## src/rtl/arbiter_puf_pkg.sv

```systemverilog
// Shared types, parameter defaults and sizing helpers for the arbiter PUF chain.
package arbiter_puf_pkg;

    localparam int unsigned DEF_N_STAGES      = 64;
    localparam int unsigned DEF_SETTLE_CYCLES = 8;
    localparam int unsigned DEF_N_EVAL        = 5;

    typedef enum logic [2:0] {
        ST_IDLE,
        ST_ARM,
        ST_LAUNCH,
        ST_CAPTURE,
        ST_DONE
    } state_t;

    // Width that holds every count from 0 to n_eval inclusive.
    function automatic int unsigned ones_width(input int unsigned n_eval);
        return $clog2(n_eval + 1);
    endfunction

endpackage

```

## src/rtl/arbiter_puf_chain_stage.sv

```systemverilog
// Delay-chain building blocks: one crossed/straight switch stage and the race arbiter flop.
module puf_stage (
    input  logic i_sel,
    input  logic i_top,
    input  logic i_bot,
    output logic o_top,
    output logic o_bot
);

    // Select 1 swaps the two paths, select 0 passes them straight through.
    assign o_top = i_sel ? i_bot : i_top;
    assign o_bot = i_sel ? i_top : i_bot;

endmodule

module puf_arbiter (
    input  logic i_d,
    input  logic i_clk_path,
    input  logic i_clr,
    output logic o_q
);

    logic r_q;

    // The bottom path edge samples the top path: 1 means the top edge won the race.
    always_ff @(posedge i_clk_path) begin
        if (i_clr) begin
            r_q <= 1'b0;
        end else begin
            r_q <= i_d;
        end
    end

    assign o_q = r_q;

endmodule

```

## src/rtl/arbiter_puf_chain.sv

```systemverilog
// Arbiter PUF: challenge-steered twin delay chain, repeated evaluation and majority vote.
module arbiter_puf_chain
    import arbiter_puf_pkg::*;
#(
    parameter int unsigned N_STAGES      = DEF_N_STAGES,
    parameter int unsigned SETTLE_CYCLES = DEF_SETTLE_CYCLES,
    parameter int unsigned N_EVAL        = DEF_N_EVAL
) (
    input  logic                              clk,
    input  logic                              rst,
    input  logic                              chal_valid,
    output logic                              chal_ready,
    input  logic [N_STAGES-1:0]               challenge,
    output logic                              resp_valid,
    input  logic                              resp_ready,
    output logic                              response,
    output logic [ones_width(N_EVAL)-1:0]     ones_count,
    output logic                              busy
);

    localparam int unsigned CW = ones_width(N_EVAL);
    localparam int unsigned SW = $clog2(SETTLE_CYCLES + 1);

    state_t              r_state;
    state_t              w_next;
    logic [N_STAGES-1:0] r_chal;
    logic [SW-1:0]       r_settle;
    logic [CW-1:0]       r_eval;
    logic [CW-1:0]       r_ones;
    logic [CW-1:0]       w_eval_inc;
    logic [CW-1:0]       w_ones_inc;
    logic                w_hs;
    logic                w_settle_done;
    logic                r_launch;
    logic                r_arb_clr;
    logic                r_sync1;
    logic                r_sync2;
    logic                r_chal_ready;
    logic                r_busy;
    logic                r_resp_valid;
    logic                r_response;
    logic                w_arb;
    logic                w_top_end;
    logic                w_bot_end;

    assign w_settle_done = (r_settle == SW'(SETTLE_CYCLES - 1));
    assign w_eval_inc    = r_eval + CW'(1);
    assign w_ones_inc    = r_ones + CW'(r_sync2);

    always_ff @(posedge clk) begin
        if (rst) begin
            r_state <= ST_IDLE;
        end else begin
            r_state <= w_next;
        end
    end

    always_comb begin
        w_next = r_state;
        w_hs   = 1'b0;
        case (r_state)
            ST_IDLE: begin
                if (chal_valid) begin
                    w_hs   = 1'b1;
                    w_next = ST_ARM;
                end
            end
            ST_ARM: begin
                if (w_settle_done) begin
                    w_next = ST_LAUNCH;
                end
            end
            ST_LAUNCH: begin
                if (w_settle_done) begin
                    w_next = ST_CAPTURE;
                end
            end
            ST_CAPTURE: begin
                w_next = (w_eval_inc < CW'(N_EVAL)) ? ST_ARM : ST_DONE;
            end
            ST_DONE: begin
                if (resp_ready) begin
                    w_next = ST_IDLE;
                end
            end
            default: begin
                w_next = ST_IDLE;
            end
        endcase
    end

    // Datapath and registered outputs, all derived from the upcoming state.
    always_ff @(posedge clk) begin
        if (rst) begin
            r_chal       <= '0;
            r_settle     <= '0;
            r_eval       <= '0;
            r_ones       <= '0;
            r_launch     <= 1'b0;
            r_arb_clr    <= 1'b1;
            r_sync1      <= 1'b0;
            r_sync2      <= 1'b0;
            r_chal_ready <= 1'b1;
            r_busy       <= 1'b0;
            r_resp_valid <= 1'b0;
            r_response   <= 1'b0;
        end else begin
            r_sync1 <= w_arb;
            r_sync2 <= r_sync1;

            if (w_next != r_state) begin
                r_settle <= '0;
            end else if (r_state == ST_ARM || r_state == ST_LAUNCH) begin
                r_settle <= r_settle + SW'(1);
            end

            if (w_hs) begin
                r_chal <= challenge;
                r_ones <= '0;
                r_eval <= '0;
            end else if (r_state == ST_CAPTURE) begin
                r_ones <= w_ones_inc;
                r_eval <= w_eval_inc;
            end

            if (r_state == ST_CAPTURE && w_next == ST_DONE) begin
                r_response <= (w_ones_inc > CW'(N_EVAL / 2));
            end

            r_launch     <= (w_next == ST_LAUNCH);
            r_arb_clr    <= (w_next != ST_LAUNCH);
            r_chal_ready <= (w_next == ST_IDLE);
            r_busy       <= (w_next != ST_IDLE);
            r_resp_valid <= (w_next == ST_DONE);
        end
    end

    // Each stage owns its link nets so the chain is not one self-referencing vector.
    for (genvar gi = 0; gi < N_STAGES; gi++) begin : g_stage
        (* keep = "true", dont_touch = "true" *) logic w_top_in;
        (* keep = "true", dont_touch = "true" *) logic w_bot_in;
        (* keep = "true", dont_touch = "true" *) logic w_top_out;
        (* keep = "true", dont_touch = "true" *) logic w_bot_out;

        if (gi == 0) begin : g_head
            assign w_top_in = r_launch;
            assign w_bot_in = r_launch;
        end else begin : g_link
            assign w_top_in = g_stage[gi-1].w_top_out;
            assign w_bot_in = g_stage[gi-1].w_bot_out;
        end

        puf_stage u_stage (
            .i_sel (r_chal[gi]),
            .i_top (w_top_in),
            .i_bot (w_bot_in),
            .o_top (w_top_out),
            .o_bot (w_bot_out)
        );
    end

    assign w_top_end = g_stage[N_STAGES-1].w_top_out;
    assign w_bot_end = g_stage[N_STAGES-1].w_bot_out;

    puf_arbiter u_arb (
        .i_d        (w_top_end),
        .i_clk_path (w_bot_end),
        .i_clr      (r_arb_clr),
        .o_q        (w_arb)
    );

    assign chal_ready = r_chal_ready;
    assign busy       = r_busy;
    assign resp_valid = r_resp_valid;
    assign response   = r_response;
    assign ones_count = r_ones;

endmodule

```

## config.mk

```make
export PLATFORM = sky130hd
export DESIGN_NAME = arbiter_puf_chain
export DESIGN_NICKNAME = d
export VERILOG_FILES = /design/src/rtl/arbiter_puf_pkg.sv /design/src/rtl/arbiter_puf_chain_stage.sv /design/src/rtl/arbiter_puf_chain.sv
export SDC_FILE = /design/constraint.sdc
export NUM_CORES = 1
export LEC_CHECK = 0
export BUFFER_PORTS_ARGS = -buffer_cell sky130_fd_sc_hd__buf_4
export CAP_MARGIN = 20
export CORE_ASPECT_RATIO = 1.5
export CORE_MARGIN = 3
export CORE_UTILIZATION = 35
export DETAILED_ROUTE_END_ITERATION = 16
export SYNTH_ARGS = -nofsm -noshare
export SYNTH_HDL_FRONTEND = slang
export SYNTH_SLANG_ARGS = --single-unit
```

## constraint.sdc

```tcl
create_clock -name clk -period 1.6 [get_ports clk]
set_input_delay 0.24 -clock clk [delete_from_list [all_inputs] [get_ports clk]]
set_output_delay 0.24 -clock clk [all_outputs]
set_load 0.005 [all_outputs]
```

* Yosys cells after proc, flatten, opt, wreduce, memory -nomap -nowiden
Cells that the tools add are included.
Operators by class: add/subtract/negate cells 3, $lt $le $gt $ge 2, equality and inequality tests 9, multiplexer cells 8, reductions and logical operators 7
Operator list (count):
- $mux 3 | 5
- $pmux 3 s5 | 1
- $eq 3x2->1 const B | 3
- $eq 3x3->1 const B | 2
- $logic_not 3->1 | 2
- $add 4x1->4 const B | 1
- $eq 4x3->1 const B | 1
- $reduce_or 2->1 | 2
- $add 3x1->3 | 1
- $add 3x1->3 const B | 1
- $eq 3x1->1 const B | 1
- $gt 3x2->1 const B | 1
- $lt 3x3->1 const B | 1
- $ne 3x2->1 const B | 1
- $ne 3x3->1 | 1
- $reduce_bool 3->1 | 1
- $mux 1 | 2
- $logic_and 1x1->1 | 1
- $logic_or 1x1->1 | 1
Storage, ports and cells: bits in registers 22, bits of input ports 68, word-level logic and storage cells 42

* Depth between registers and ports, before layout
depth after elaboration 6, gate-level depth with buffers 5

* Modules after synthesis
Synthesis repeated with hierarchy kept, for this count alone.
Unflattened totals: cell total of the unflattened synthesis 637, area, all modules 5610.4 sq um
Modules (own cells, without submodules):
- arbiter_puf_chain | instances 1, cells each 507, area an instance 4135.2 sq um, sequential area each 1701.6 sq um
- puf_stage | instances 64, cells each 2, area an instance 22.5 sq um, sequential area each 0.0 sq um
- puf_arbiter | instances 1, cells each 2, area an instance 33.8 sq um, sequential area each 20.0 sq um

==> summary.md <==
| Metric | Value |
|---|---|
| Slew Limit Fails | `0` |
| Largest net degree at the start of global routing | `13` |
| Final period utilization | `102.4%` |
| Critical path type | `reg -> reg` |
| Yosys warnings | `0` |
| Mapped cell area | `987.2 um^2` |
| Sw frac | `22.11%` |
| Rows | `23` |
| Critical Path RT | `1.80 ns` |
| CTS tree | `built` |
| Outcome | `finished with violations` |
| Die ar. | `0.003507 mm^2` |
| Clk Latency, worst-skew pair | `0.26 ns` |
| Crit-path max FO | `4` |
| GRT Residual Overflow | `0` |
| Sw Pwr | `208.6 uW` |
| Placed insts | `150` |
| CTS H-tree lvls | `1` |
| Final ANT Viol Nets | `0` |
| Critical path launch point type | `flop` |
| Iter 0 DRT Violations | `8` |
| Register pins left without a clock | `1` |
| Drt via density | `4.801` |
| Hold bufs inserted after CTS | `0` |
| # diodes | `0` |
| Slew @ Worst Pin | `0.3758 ns` |
| Via count | `749` |
| Vias in the first global route | `755` |
| Area Growth Syn to Fin | `32.19%` |
| Syn_nets | `172` |
| Layout Skew | `0.001123 ns` |
| Endpoints left unconstrained | `1` |
| Nets | `192` |
| Syn Inst Count | `100` |
| RSZ-0062 raised after global routing | `yes` |
| CP Capture Type | `flop` |
| Hold Slack | `0.2335 ns` |
| Peak VDD IR | `503.5 uV` |
| All-Layer GR Usage | `11.77%` |
| Post-route DRC | `0` |
| Longest Clk Path Bufs | `2` |
| Setup TNS | `-0.1042 ns` |
| Clock transition at path regs | `0.07 ns` |
| Layout cells sized above 1 | `38.66%` |
| CTS Buf Count | `3` |
| Power Dens Cells | `722.9 mW/mm^2` |
| Drt total wl | `1.828 mm` |
| Starting density of the core | `36.89%` |
| Pre-CTS setup slack | `-0.1706 ns` |
| GPL Wtd Cong | `0.8011` |
| Max-slew headroom | `74.89%` |
| Worst min path class | `in -> reg` |
| Final min period | `1.638 ns` |
| Total power | `943.4 uW` |
| Die W | `49.37 um` |
| Comb power frac | `6.3%` |
| Internal power | `734.8 uW` |
| Failing checks | `negative setup slack` |
| Max Fclk | `0.6105 GHz` |
| Clock power frac | `36.4%` |
| Fin. Hold Viols | `0` |
| Global-route wire length before repair | `3.229 mm` |
| Total leakage power | `0.4936 nW` |
| Wire length per cell | `11.72 um` |
| Initial antenna violation count | `0` |
| # fillers | `257` |
| Finished Layout Cells | `156` |
| Synth Area per Inst | `9.872 um^2` |
| Finish-stage setup viols | `4` |
| Sequential share of power | `57.3%` |
| Setup ws final | `-0.03806 ns` |
| Max-Cap Viols | `0` |
| Critical path arrival | `1.83 ns` |
| Core area | `0.002676 mm^2` |
| Port bufs | `10` |
| DRT Pass-1 Iters | `4` |
| Die Height | `71.05 um` |
| Root Buffer Master | `clkbuf_8` |
| I/O pin count | `75` |
| Hpwl dp | `1.360 mm` |
==> area by class of cell <==
| type | count | area (um^2) | share of cell area, % |
|---|---|---|---|
| clock buffer | 3 | 41.29 | 3.164 |
| multi-input combinational | 72 | 605.6 | 46.40 |
| tap | 37 | 46.29 | 3.547 |
| sequential | 22 | 449.2 | 34.42 |
| clock inverter | 1 | 5.005 | 0.3835 |
| timing repair buffer | 21 | 157.7 | 12.08 |
==> critical path: stages (launching register included) <==
cell and delay (ns):
dfxtp_4 0.36, ha_4 0.17, xor2_4 0.15, a311o_1 0.32, a2111o_1 0.44, a21oi_2 0.13
==> layout by cell type, fill, tap and decap left out, types with 2 or more instances in the layout <==
cell type  count
nor3_1         2
ha_4           2
a21oi_1        4
xor2_1         3
nor3_2         2
nor2b_1        4
dfxtp_1       17
nand2_1        9
clkbuf_8       3
buf_4         21
nor2_1         8
dfxtp_2        4
xnor2_1        5
o21ai_0        2
ha_1           2
o21a_1         2
a21oi_2        2
nand3b_1       2
==> per-stage QoR <==
stage | utilization, % | area, um^2
2_1_floorplan | - | 1010
3_3_place_gp | 43.53 | 1165
3_5_place_dp | 43.53 | 1165
4_1_cts | 46.61 | 1247
5_1_grt | 48.76 | 1305
6_report | 48.76 | 1305
==> flip-flops by register name, summed over array words and instances, names as in the netlist <==
register and count:
r_settle 4, ones_count 3, r_eval 3, r_state 3, busy 1, chal_ready 1
g_stage.w_bot_in 1, r_arb_clr 1, r_sync1 1, r_sync2 1, resp_valid 1, response 1
u_arb.o_q 1
==> power by group through the flow <==
stage               Combinational [mW]  Clock [mW]  Sequential (mW)
finish                          0.0595       0.344            0.540
global route                    0.0677       0.376            0.542
CTS                             0.0591       0.359            0.538
detailed placement              0.0556           0            0.549
global placement                0.0548           0            0.549
floorplan                       0.0370           0            0.545
==> path summary, 6_finish.rpt <==
path | from | end | slack (ns) | cells after the start
worst max-delay path | r_eval[0] | r_settle[1] | -0.04 | 5
worst min-delay path | rst | r_state[0] | 0.23 | 2
worst max register to register | r_eval[0] | r_settle[1] | -0.04 | 5
worst min register to register | r_sync1 | r_sync2 | 0.44 | 1
==> what timing repair did <==
item	4_1_cts	5_1_grt
pin swaps	5	6
resized for setup	5	11
hold endpoints to repair	0	0
setup endpoints to repair	8	9
setup buffers	0	2
==> layer usage <==
| metal | vias to the layer above | share of wire (%) | GRT usage, % |
|---|---|---|---|
| met5 | - | 0 | 0 |
| met1 | 348 | 41 | 13.44 |
| met3 | 5 | 2.0 | 1.263 |
| li1 | 388 | - | - |
| met2 | 8 | 54 | 20.90 |
| met4 | 0 | 2.4 | 6.646 |
Note: power is estimated with default switching activity, not from simulation.
